==> src/rtl/calc_disp_pkg.sv <==
// ---------------------------------------------------------------------------
// calc_disp_pkg
// Shared definitions for the calculator result display path:
//   - active-low 7-segment codes, bit order {g,f,e,d,c,b,a}
//   - 4-bit digit code (0..9 numeric, plus minus/blank/E/r symbols)
//   - 2-bit scan index and the helpers that step it and decode it to an
// ---------------------------------------------------------------------------
package calc_disp_pkg;

    localparam logic [6:0] SEG_0     = 7'h40;
    localparam logic [6:0] SEG_1     = 7'h79;
    localparam logic [6:0] SEG_2     = 7'h24;
    localparam logic [6:0] SEG_3     = 7'h30;
    localparam logic [6:0] SEG_4     = 7'h19;
    localparam logic [6:0] SEG_5     = 7'h12;
    localparam logic [6:0] SEG_6     = 7'h02;
    localparam logic [6:0] SEG_7     = 7'h78;
    localparam logic [6:0] SEG_8     = 7'h00;
    localparam logic [6:0] SEG_9     = 7'h10;
    localparam logic [6:0] SEG_MINUS = 7'h3F;
    localparam logic [6:0] SEG_BLANK = 7'h7F;
    localparam logic [6:0] SEG_E     = 7'h06;
    localparam logic [6:0] SEG_R     = 7'h2F;

    // Codes 0..9 are the numeric digits themselves.
    typedef logic [3:0] digit_t;

    localparam digit_t DIG_MINUS = 4'd10;
    localparam digit_t DIG_BLANK = 4'd11;
    localparam digit_t DIG_E     = 4'd12;
    localparam digit_t DIG_R     = 4'd13;

    typedef enum logic [1:0] {
        SCAN_ONES = 2'd0,
        SCAN_TENS = 2'd1,
        SCAN_SIGN = 2'd2
    } scan_idx_t;

    function automatic scan_idx_t scan_next(input scan_idx_t idx);
        case (idx)
            SCAN_ONES: return SCAN_TENS;
            SCAN_TENS: return SCAN_SIGN;
            default:   return SCAN_ONES;
        endcase
    endfunction

    // One-hot-low digit enable: an[0]=ones, an[1]=tens, an[2]=sign.
    function automatic logic [2:0] scan_an(input scan_idx_t idx);
        case (idx)
            SCAN_ONES: return 3'b110;
            SCAN_TENS: return 3'b101;
            default:   return 3'b011;
        endcase
    endfunction

endpackage

==> src/rtl/seg7_encode.sv <==
// ---------------------------------------------------------------------------
// seg7_encode
// Combinational map from a digit code to active-low 7-segment drive.
// Ports:
//   digit_i  digit code (0..9, DIG_MINUS, DIG_BLANK, DIG_E, DIG_R)
//   seg_o    segments {g,f,e,d,c,b,a}, active-low
// Unused codes decode to blank.
// ---------------------------------------------------------------------------
module seg7_encode
    import calc_disp_pkg::*;
(
    input  digit_t     digit_i,
    output logic [6:0] seg_o
);

    always_comb begin
        seg_o = SEG_BLANK;
        case (digit_i)
            4'd0:      seg_o = SEG_0;
            4'd1:      seg_o = SEG_1;
            4'd2:      seg_o = SEG_2;
            4'd3:      seg_o = SEG_3;
            4'd4:      seg_o = SEG_4;
            4'd5:      seg_o = SEG_5;
            4'd6:      seg_o = SEG_6;
            4'd7:      seg_o = SEG_7;
            4'd8:      seg_o = SEG_8;
            4'd9:      seg_o = SEG_9;
            DIG_MINUS: seg_o = SEG_MINUS;
            DIG_E:     seg_o = SEG_E;
            DIG_R:     seg_o = SEG_R;
            default:   seg_o = SEG_BLANK;
        endcase
    end

endmodule

==> src/rtl/result_display_ctrl.sv <==
// ---------------------------------------------------------------------------
// result_display_ctrl
// Captures the 5-bit signed ALU result on a load strobe, converts it to
// sign + tens + ones digit codes, and scans the three digits onto a shared
// active-low 7-segment bus. An invalid-op load shows "Err".
//
// Ports:
//   clk         system clock, all state on rising edge
//   rst_n       synchronous active-low reset
//   result      signed ALU result, -16..+15
//   load        single-cycle strobe: capture result/err this cycle
//   err         sampled with load; 1 = invalid op
//   seg         segments {g,f,e,d,c,b,a}, active-low, registered
//   an          digit enables, active-low, registered (an[0]=ones)
//   disp_valid  high from the first conversion after reset onward
//
// Pipeline: capture (hold_*) -> convert (dig_*) -> seg/an output registers.
//
// Scan index:
//   state     | meaning
//   SCAN_ONES | ones digit enabled next (an=110)
//   SCAN_TENS | tens digit enabled next (an=101)
//   SCAN_SIGN | sign digit enabled next (an=011)
// The index steps when the refresh counter wraps at REFRESH_CNT-1.
// ---------------------------------------------------------------------------
module result_display_ctrl
    import calc_disp_pkg::*;
#(
    parameter int REFRESH_CNT = 50000,
    parameter int CNT_W       = 16
) (
    input  logic       clk,
    input  logic       rst_n,
    input  logic [4:0] result,
    input  logic       load,
    input  logic       err,
    output logic [6:0] seg,
    output logic [2:0] an,
    output logic       disp_valid
);

    localparam logic [CNT_W-1:0] CNT_LAST = CNT_W'(REFRESH_CNT - 1);
    localparam logic [CNT_W-1:0] CNT_ONE  = CNT_W'(1);

    logic [4:0]       hold_val_q;
    logic             hold_err_q;
    logic             cap_q;
    digit_t           dig_ones_q, dig_tens_q, dig_sign_q;
    logic             disp_valid_q;
    logic [CNT_W-1:0] cnt_q, cnt_d;
    scan_idx_t        idx_q, idx_d;
    logic [6:0]       seg_q;
    logic [2:0]       an_q;

    // Conversion of the held value into digit codes.
    logic [4:0] mag;
    logic       tens_nz;
    logic [3:0] ones_val;
    digit_t     dig_ones_d, dig_tens_d, dig_sign_d;

    always_comb begin
        // Negating 5'b10000 gives 5'b10000, which read unsigned is 16.
        mag      = hold_val_q[4] ? (5'd0 - hold_val_q) : hold_val_q;
        tens_nz  = (mag >= 5'd10);
        ones_val = tens_nz ? 4'(mag - 5'd10) : mag[3:0];

        dig_sign_d = DIG_BLANK;
        dig_tens_d = DIG_BLANK;
        dig_ones_d = DIG_BLANK;
        if (hold_err_q) begin
            dig_sign_d = DIG_E;
            dig_tens_d = DIG_R;
            dig_ones_d = DIG_R;
        end else begin
            dig_sign_d = hold_val_q[4] ? DIG_MINUS : DIG_BLANK;
            dig_tens_d = tens_nz ? digit_t'(4'd1) : DIG_BLANK;
            dig_ones_d = ones_val;
        end
    end

    // Refresh counter and scan index next state.
    logic cnt_wrap;

    always_comb begin
        cnt_wrap = (cnt_q == CNT_LAST);
        cnt_d    = cnt_wrap ? '0 : cnt_q + CNT_ONE;
        idx_d    = cnt_wrap ? scan_next(idx_q) : idx_q;
    end

    // Digit feeding the encoder; an_q and seg_q both load from idx_q so
    // the enable and the segment pattern always switch together.
    digit_t     sel_dig;
    logic [6:0] seg_enc;

    always_comb begin
        case (idx_q)
            SCAN_ONES: sel_dig = dig_ones_q;
            SCAN_TENS: sel_dig = dig_tens_q;
            default:   sel_dig = dig_sign_q;
        endcase
    end

    seg7_encode u_seg7_encode (
        .digit_i (sel_dig),
        .seg_o   (seg_enc)
    );

    always_ff @(posedge clk) begin
        if (!rst_n) begin
            hold_val_q   <= '0;
            hold_err_q   <= 1'b0;
            cap_q        <= 1'b0;
            dig_ones_q   <= DIG_BLANK;
            dig_tens_q   <= DIG_BLANK;
            dig_sign_q   <= DIG_BLANK;
            disp_valid_q <= 1'b0;
            cnt_q        <= '0;
            idx_q        <= SCAN_ONES;
            seg_q        <= SEG_BLANK;
            an_q         <= 3'b111;
        end else begin
            if (load) begin
                hold_val_q <= result;
                hold_err_q <= err;
            end
            cap_q <= load;

            // All three digits update together from one hold value, so
            // back-to-back loads never leave a mixed display.
            if (cap_q) begin
                dig_ones_q   <= dig_ones_d;
                dig_tens_q   <= dig_tens_d;
                dig_sign_q   <= dig_sign_d;
                disp_valid_q <= 1'b1;
            end

            cnt_q <= cnt_d;
            idx_q <= idx_d;
            an_q  <= scan_an(idx_q);
            seg_q <= seg_enc;
        end
    end

    assign seg        = seg_q;
    assign an         = an_q;
    assign disp_valid = disp_valid_q;

endmodule

==> config.mk <==
export PLATFORM = sky130hd
export DESIGN_NAME = result_display_ctrl
export DESIGN_NICKNAME = d
export VERILOG_FILES = /design/src/rtl/calc_disp_pkg.sv /design/src/rtl/seg7_encode.sv /design/src/rtl/result_display_ctrl.sv
export SDC_FILE = /design/constraint.sdc
export NUM_CORES = 1
export LEC_CHECK = 0
export ABC_AREA = 1
export BUFFER_PORTS_ARGS = -buffer_cell sky130_fd_sc_hd__buf_2
export CORE_MARGIN = 1.5
export CORE_UTILIZATION = 35
export DETAILED_ROUTE_END_ITERATION = 10
export HOLD_SLACK_MARGIN = 0.02
export PLACE_DENSITY = 0.65
export SETUP_SLACK_MARGIN = 0.02
export SYNTH_ARGS = -nofsm -noshare
export SYNTH_HDL_FRONTEND = slang
export SYNTH_HIERARCHICAL = 1
export SYNTH_SLANG_ARGS = --single-unit
==> constraint.sdc <==
create_clock -name clk -period 1.8 [get_ports clk]
set_clock_uncertainty 0.2 [all_clocks]
set_input_delay 0.18 -clock clk [delete_from_list [all_inputs] [get_ports clk]]
set_output_delay 0.18 -clock clk [all_outputs]
set_load 0.005 [all_outputs]
## Word level (Yosys, flattened, before mapping)

Memory sizes are Yosys's and may differ from the RTL's. A register that Yosys moved wholly into a read port is not among the register bits.
Index checks and enable logic that the tools add are counted.

- Bitwise operators: 1
- Order comparisons: 1
- Equal/unequal tests: 2
- Multiplexer cells: 10
- Reductions and logical operators: 3
- $add $sub $neg: 3

Operators by type and width:

| kind | count |
|---|---|
| 16-bit by 1-bit adder with 16-bit output, second input constant | 1 |
| 16-bit == test, second input constant | 1 |
| 4-bit two-way mux | 4 |
| 4-bit case mux with 2 select lines | 1 |
| 3-bit case mux with 2 select lines | 1 |
| 5-bit by 4-bit greater-or-equal comparator with 1-bit output, second input constant | 1 |
| 5-bit two-way mux | 1 |
| 1-bit by 5-bit subtractor with 5-bit output, first input constant | 1 |
| 2-bit case mux with 2 select lines | 1 |
| 4-bit subtractor, second input constant | 1 |
| 3-bit two-way mux | 1 |
| 2-bit by 1-bit == test with 1-bit output, second input constant | 1 |
| 2-bit logical NOT | 1 |
| 2-bit OR reduction | 1 |
| 1-bit logical NOT | 1 |
| 1-bit two-way mux | 1 |
| 1-bit inverter | 1 |

- Bits of input ports: 9
- Bits in registers: 41
- Output and inout port bits: 11
- Memory bits (read-only): 112
- Memories: 1

Memory list:

| memory | depth | width | read ports | clocked after memory_dff | write ports | RTL line | source |
|---|---|---|---|---|---|---|---|
| (no name shown) | 16 | 7 | 1 | 1 | 0 | seg7_encode.sv:18 | `case (digit_i)` |

## Depth between registers and ports, before layout

Gate-level depths: netlist of the first run.

- Word-level depth: 5
- Depth in mapped cells: 14

## Cells and area by module

Netlist of the first run, hierarchy kept.

By module, submodules not included:

| module | instances | area an instance (um^2) | seq. area each (um^2) | cells an instance |
|---|---|---|---|---|
| result_display_ctrl | 1 | 1893.1 | 900.9 | 239 |
| seg7_encode | 1 | 241.5 | 0.0 | 43 |

## Worst setup path before layout of the first run

OpenSTA, ideal clock, no wires.

- Kind: register -> register
- From: register idx_q[1]
- To: register seg_q[3] (netlist: seg[3])
- Slack: -121 ps
- Library setup time: 123 ps
- Cell stages (with the launch flop): 10
- Required time: 1477 ps
- Arrival: 1597 ps
- Cells stage by stage: dfxtp_1 > nor2_1 > nand2_1 > nand3_1 > inv_1 > ha_1 > nand2_1 > nand3_1 > nand2_1 > or2_2

- Cells in the longest elaborated chain, start to end: 2
- Elaborated cells between the ends (all ways): 3
- Those cells by class: eq/ne (1); mux (1); reduce/logical (1)

Ends and longest elaborated chain:

| item | RTL line | source |
|---|---|---|
| start: declaration | result_display_ctrl.sv:51 | `scan_idx_t idx_q, idx_d;` |
| start signal: assignment | result_display_ctrl.sv:138 | `idx_q <= idx_d;` |
| 2-bit by 1-bit == test with 1-bit output / 2-bit logical NOT (equally long branches) | result_display_ctrl.sv:96 | `case (idx_q)` |
| 4-bit case mux with 2 select lines (*) | result_display_ctrl.sv:96 |  |
| named net sel_dig[1] | result_display_ctrl.sv:92 | `digit_t sel_dig;` |
| end: declaration | result_display_ctrl.sv:52 | `logic [6:0] seg_q;` |

Mark *: on every way through the listed nets, which the timed path passes. The rest lies on a longest branch.
A chain may end at the register's enable or synchronous reset.

## Worst setup path after layout of the first run

- From: register idx_q[0]
- To: register seg_q[5] (netlist: seg[5])

The elaborated chain is that of the path after synthesis.

==> results of run 1 <==
==> sequential cells by signal, indices dropped and copies added, names as in the netlist <==
signal and count:
cnt_q 16, dig_sign_q 2, dig_tens_q 3, idx_q 2, dig_ones_q 4, hold_err_q 1
hold_val_q 5, disp_valid 1, cap_q 1, seg 7, an 3
==> cell type report <==
class	count	area (um^2)
Timing Repair Buffer	57	410.4
Sequential cell	45	913.4
Multi-Input combinational cell	196	1318
Inverter	35	143.9
Fill cell	561	2955
Clock buffer	7	86.33
Tap cell	75	93.84
==> metal layers <==
metal,routed length (um),part of all wire [%],vias to the layer above
li1,-,-,1019
met1,2046,46,898
met2,2228,50,31
met3,124,2.8,4
met4,63,1.4,0
met5,0,0,-
==> cells in the mapped netlist, types with 2 or more instances <==
cell type	n	share of area, %
nand2_1	68	12
dfxtp_1	45	42
inv_1	34	6.0
a21oi_1	20	4.7
nor2_1	18	3.2
nand3_1	16	3.8
o21ai_0	16	3.8
ha_1	9	5.3
or2_2	8	2.3
nor3_1	7	1.6
clkbuf_1	4	0.70
nand2_2	4	1.2
xor2_1	4	1.6
a21oi_2	2	0.82
a22oi_1	2	0.70
buf_6	2	1.1
nand2_4	2	1.1
nand3_2	2	0.94
nand3b_1	2	0.70
nand4_2	2	1.2
nor2_4	2	1.1
nor3b_1	2	0.70
==> where the power goes <==
group / total [mW] / internal, mW / switching, mW
Clock: 0.621 / 0.305 / 0.316
Sequential: 1.07 / 1.04 / 0.0269
Combinational: 0.391 / 0.192 / 0.200
Total: 2.08 / 1.54 / 0.543
==> worst max-delay path: stages, from the launching register on <==
cell and delay (ps):
dfxtp_4 370, nor2_4 150, buf_4 140, o21ai_4 50, buf_2 150, nand2_1 80
o21ai_0 90, nand2_1 70, nand2_1 40, or2_2 270
==> kinds of logic (layout without fill, tap and decap cells) <==
| group | Yosys count | count (layout) |
|---|---|---|
| simple gates | 138 | 139 |
| flops | 45 | 45 |
| compound gates | 44 | 44 |
| buf+inv | 42 | 99 |
| fa+ha+maj | 9 | 9 |
| xor+xnor | 4 | 4 |
==> worst paths after layout <==
| check | end | depth (start not counted) | start | slack (ps) |
|---|---|---|---|---|
| max | seg[5] | 9 | idx_q[0] | 70 |
| min | an[2] | 3 | rst_n | 80 |
| max reg2reg | seg[5] | 9 | idx_q[0] | 70 |
| min reg2reg | dig_sign_q[1] | 2 | dig_sign_q[1] | 260 |
==> metrics by stage <==
step                      std cells  power (mW)  setup slack, ps  hold slack [ps]
after global placement          393       1.364           -70.73            192.4
after detailed placement        393       1.370           -90.95            193.3
after CTS                       411       2.014            1.905            82.97
final                           415       2.080            68.34            84.67
after global routing            415       2.197           -30.12            91.76
after floorplan                 282       1.269            26.02            69.03
==> timing repair <==
| item | in CTS | in global routing |
|---|---|---|
| endpoints found under the setup margin | 12 | 30 |
| hold buffers | 7 | 0 |
| buffers inserted | 4 | 3 |
| pin swaps | 12 | 21 |
| gates resized for setup | 25 | 58 |
| endpoints found under the hold margin | 7 | 0 |
| cloned | 1 | 1 |
==> results_dict.tcl, run 1 <==
set metrics [dict create \
    synth.ff_latch_count 45 \
    hpwl_mm 2.902 \
    maxCapViolCount 0 \
    gp_congestion 0.8409 \
    vias 1952 \
    setup-violations-final 0 \
    grt_use_met3_pct 3.146 \
    synth-async-reset-ratio_pct 0 \
    antenna_left 0 \
    slew_viol_final 0 \
    dieArea_mm2 0.006576 \
    row_count 28 \
    core-area_mm2 0.005921 \
    synth_ff_type "dfxtp_1" \
    synth_fa_ha_area_share_pct 5.275 \
    cp.arrival_ps 1710 \
    route.detailed.drc 0 \
    clk_latency_ps 290 \
    period_share_pct 96.20 \
    dieHeight_um 81.10 \
    crit_type "reg2reg" \
    syn-num-nets 300 \
    dr.pass1.iters 4 \
    die_w_um 81.10 \
    post-route-cell-area_mm2 0.002965 \
    yosysSeqAreaShare_pct 42.20 \
    cts_buffers 5 \
    final_common_cell "nand2_1" \
    synth_top_family_by_area "simple AND/OR/NAND/NOR gates" \
    htreeDepth 2 \
    irDropWorstVdd_mv 0.3690 \
    synth_cells 282 \
    areaGrowthSynthToFinish_pct 38.92 \
    num_antenna_cells 0 \
    avgViaCountPerCell 4.704 \
    numClockSinks 45 \
    grt_usage_pct 14.08 \
    grtUsageMet2_pct 24.08 \
    port_buffers 19 \
    yosys_warnings 6 \
    busiest_layer "met2" \
    synth_xor_area_share_pct 1.641 \
    synth-compound-area-share_pct 11.20 \
    grt_pass1_vias 1672 \
    hold_class "in2reg" \
    final_cell_mix "nand2_1, dfxtp_1, buf_4" \
    max_freq_mhz 577.5 \
    met1_usage_pct 16.68 \
    cts-root-buf "clkbuf_8" \
    grt-ovfl-total 0 \
    hold_viol 0 \
    synthesis.area_per_instance_um2 7.569 \
    utilization_pct 50.08 \
    netlist_area_mm2 0.002135 \
    wl_mm 4.463 \
    status "complete, no violations" \
    synth-edff-count 0 \
    setup_tns_ps 0 \
    io_pins 20 \
    placed_cell_area_mm2 0.002475 \
    critical_path.max_fanout 4 \
    grt_pass1_wl_mm 7.155 \
    synthMuxAreaShare_pct 0 \
    pwr_density_cell_mw_per_mm2 701.3 \
    start_util_pct 36.05 \
    synth_cell_types 33 \
    antenna_found_initial 0 \
    drive_gt1_share_pct 39.41 \
    cts_tree "built" \
    path_clk_slew_ps 70 \
    yosys.area_share.simple_pct 31.30 \
    required_ps 1780 \
    nets 358 \
    finalCriticalPeriod_ps 1732 \
    worstMarginPinSlew_ps 491.5 \
    avgRoutedWirePerCell_um 10.75 \
    grt_max_degree 17 \
    total_leakage_power_nw 1.246 \
    rsz0062_at_grt "true" \
    clockBufferDepth 2 \
    cp-end-kind "flop" \
    start_kind "flop" \
    drt_iter0_drc 50 \
    max_slew_margin_pct 67.20 \
]
Power figures use the tool's default switching activity.
==> run 2, diff against run 1 <==
--- a/config.mk
+++ b/config.mk
@@ -7,11 +7,13 @@
 export LEC_CHECK = 0
 export ABC_AREA = 1
 export BUFFER_PORTS_ARGS = -buffer_cell sky130_fd_sc_hd__buf_2
+export CORE_ASPECT_RATIO = 1.4
 export CORE_MARGIN = 1.5
 export CORE_UTILIZATION = 35
 export DETAILED_ROUTE_END_ITERATION = 10
 export HOLD_SLACK_MARGIN = 0.02
 export PLACE_DENSITY = 0.65
+export REMOVE_ABC_BUFFERS = 1
 export SETUP_SLACK_MARGIN = 0.02
 export SYNTH_ARGS = -nofsm -noshare
 export SYNTH_HDL_FRONTEND = slang
==> run 2 against run 1 <==
Critical path depth did not move; design area rose by 3.0%; critical endpoint is now seg[4]; wire length rose by 3.3%; largest cell class unchanged; fmax fell by 0.32%; register-to-register slack barely moved.
==> results_dict.tcl, run 2 (synthesis gave the netlist of run 1 again) <==
set metrics [dict create \
    status "complete, no violations" \
    maxCapViolCount 0 \
    dr.pass1.iters 4 \
    setup_tns_ps 0 \
    intPower_mw 1.795 \
    final_cell_mix "nand2_1, dfxtp_1, buf_4" \
    nets 359 \
    wl_mm 4.610 \
    dieHeight_um 95.40 \
    setup-violations-final 0 \
    required_ps 1780 \
    grt_max_degree 19 \
    placed_cell_area_mm2 0.002455 \
    power_frac_seq_pct 45.1 \
    largest-register "cnt_q" \
    critical_path.max_fanout 5 \
    total_leakage_power_nw 1.270 \
    hpwl_mm 3.024 \
    cp_common_cell "nand2_1" \
    irDropWorstVdd_mv 0.4534 \
    grt_pass1_wl_mm 7.631 \
    max_slew_margin_pct 67.28 \
    comb_power_share_pct 17.4 \
    clockPowerShare_pct 37.6 \
    utilization_pct 52.07 \
    grt-ovfl-total 0 \
    num_antenna_cells 0 \
    io_pins 20 \
    start_kind "flop" \
    numClockSinks 45 \
    avgRoutedWirePerCell_um 11.19 \
    dp_cells 388 \
    gp_congestion 0.8083 \
    final_common_cell "nand2_1" \
    worstMarginPinSlew_ps 490.2 \
    swShare_pct 24.24 \
    timing.hold.ws_ps 74.11 \
    nFillCells 533 \
    critPathSlowestCell "dfxtp_4" \
    rsz0062_at_grt "true" \
    clk_latency_ps 290 \
    port_buffers 19 \
    hold_viol 0 \
    grt_pass1_vias 1879 \
    areaGrowthSynthToFinish_pct 43.02 \
    route.detailed.drc 0 \
    vias 1935 \
    clockBufferDepth 2 \
    critPathMaxStageDelay_ps 390 \
    row_count 33 \
    die_w_um 69 \
    cts-root-buf "clkbuf_8" \
    power_switching_mw 0.5744 \
    drive_gt1_share_pct 42.11 \
    cp.arrival_ps 1720 \
    path_cells "nor2_4 -> nand2_2 -> nand3_4 -> buf_6 -> ha_4 -> nand2_1 -> nand3_1 -> nand2_1 -> or2_2" \
    max_freq_mhz 575.7 \
    crit_type "reg2reg" \
    post-route-cell-area_mm2 0.003053 \
    antenna_left 0 \
    cts_buffers 5 \
    largest_reg_flops 16 \
    finalCriticalPeriod_ps 1737 \
    antenna_found_initial 0 \
    hold_class "in2reg" \
    drt_iter0_drc 51 \
    avgViaCountPerCell 4.697 \
    htreeDepth 2 \
    instances_no_fill 412 \
    pwr_density_cell_mw_per_mm2 776.1 \
    core-area_mm2 0.005863 \
    dieArea_mm2 0.006583 \
    slew_viol_final 0 \
    cts_tree "built" \
    cp-end-kind "flop" \
    start_util_pct 36.41 \
    grt_usage_pct 13.93 \
    path_clk_slew_ps 90 \
    period_share_pct 96.51 \
]
-- run 2: per-stage QoR --
stage	total power, mW	worst slack, ps
after floorplan	1.255	-386.9
after global placement	1.357	-87.50
after detailed placement	1.364	-128.2
after CTS	2.306	17.95
after global routing	2.498	-52.97
final	2.370	62.87
-- run 2: critical path, delay by kind of cell, from the launching register on --
family	cells	cell delay [ps]
adders and majority gates	1	120
buffers and inverters	1	120
DFF	1	390
and+or+nand+nor	7	780
-- run 2: final timing paths --
kind                            depth (start not counted)  startpoint             to  slack [ps]
worst max-delay path                                    9    idx_q[1]         seg[4]          60
worst min-delay path                                    3       rst_n  dig_ones_q[0]          70
worst max register to register                          9    idx_q[1]         seg[4]          60
worst min register to register                          2   cnt_q[13]      cnt_q[13]         270
-- run 2: area by class of cell --
type	count	area, um^2	share of cell area (%)
multi-input cells	196	1344	44.02
clock buffers	5	68.82	2.254
well taps	70	87.58	2.869
repair buffers	58	427.9	14.02
flip-flops and latches	45	913.4	29.92
clock inverters	3	65.06	2.131
inverters	35	146.4	4.795
-- run 2: what timing repair did --
item / in CTS / in global routing
hold endpoints to repair: 7 / 0
pin swaps: 10 / 23
gates resized for setup: 38 / 66
hold buffers: 7 / 0
setup buffers: 5 / 2
gates cloned: 0 / 2
endpoints found under the setup margin: 10 / 29
-- run 2: power by group through the flow --
stage                     Sequential, mW  Combinational [mW]  Clock, mW
after detailed placement            1.09               0.277          0
final                               1.07               0.412      0.890
after global placement              1.09               0.271          0
after global routing                1.08               0.457      0.965
after CTS                           1.06               0.330      0.913
after floorplan                     1.09               0.166          0
-- run 2: per-layer routing --
metal  track usage (%)  wire length [um]  vias to the layer above
met5                 0                 0                        -
met4             4.902                71                        0
met3             2.960               135                        8
met2             27.64              2566                       36
met1             14.29              1836                      872
li1                  -                 -                     1019
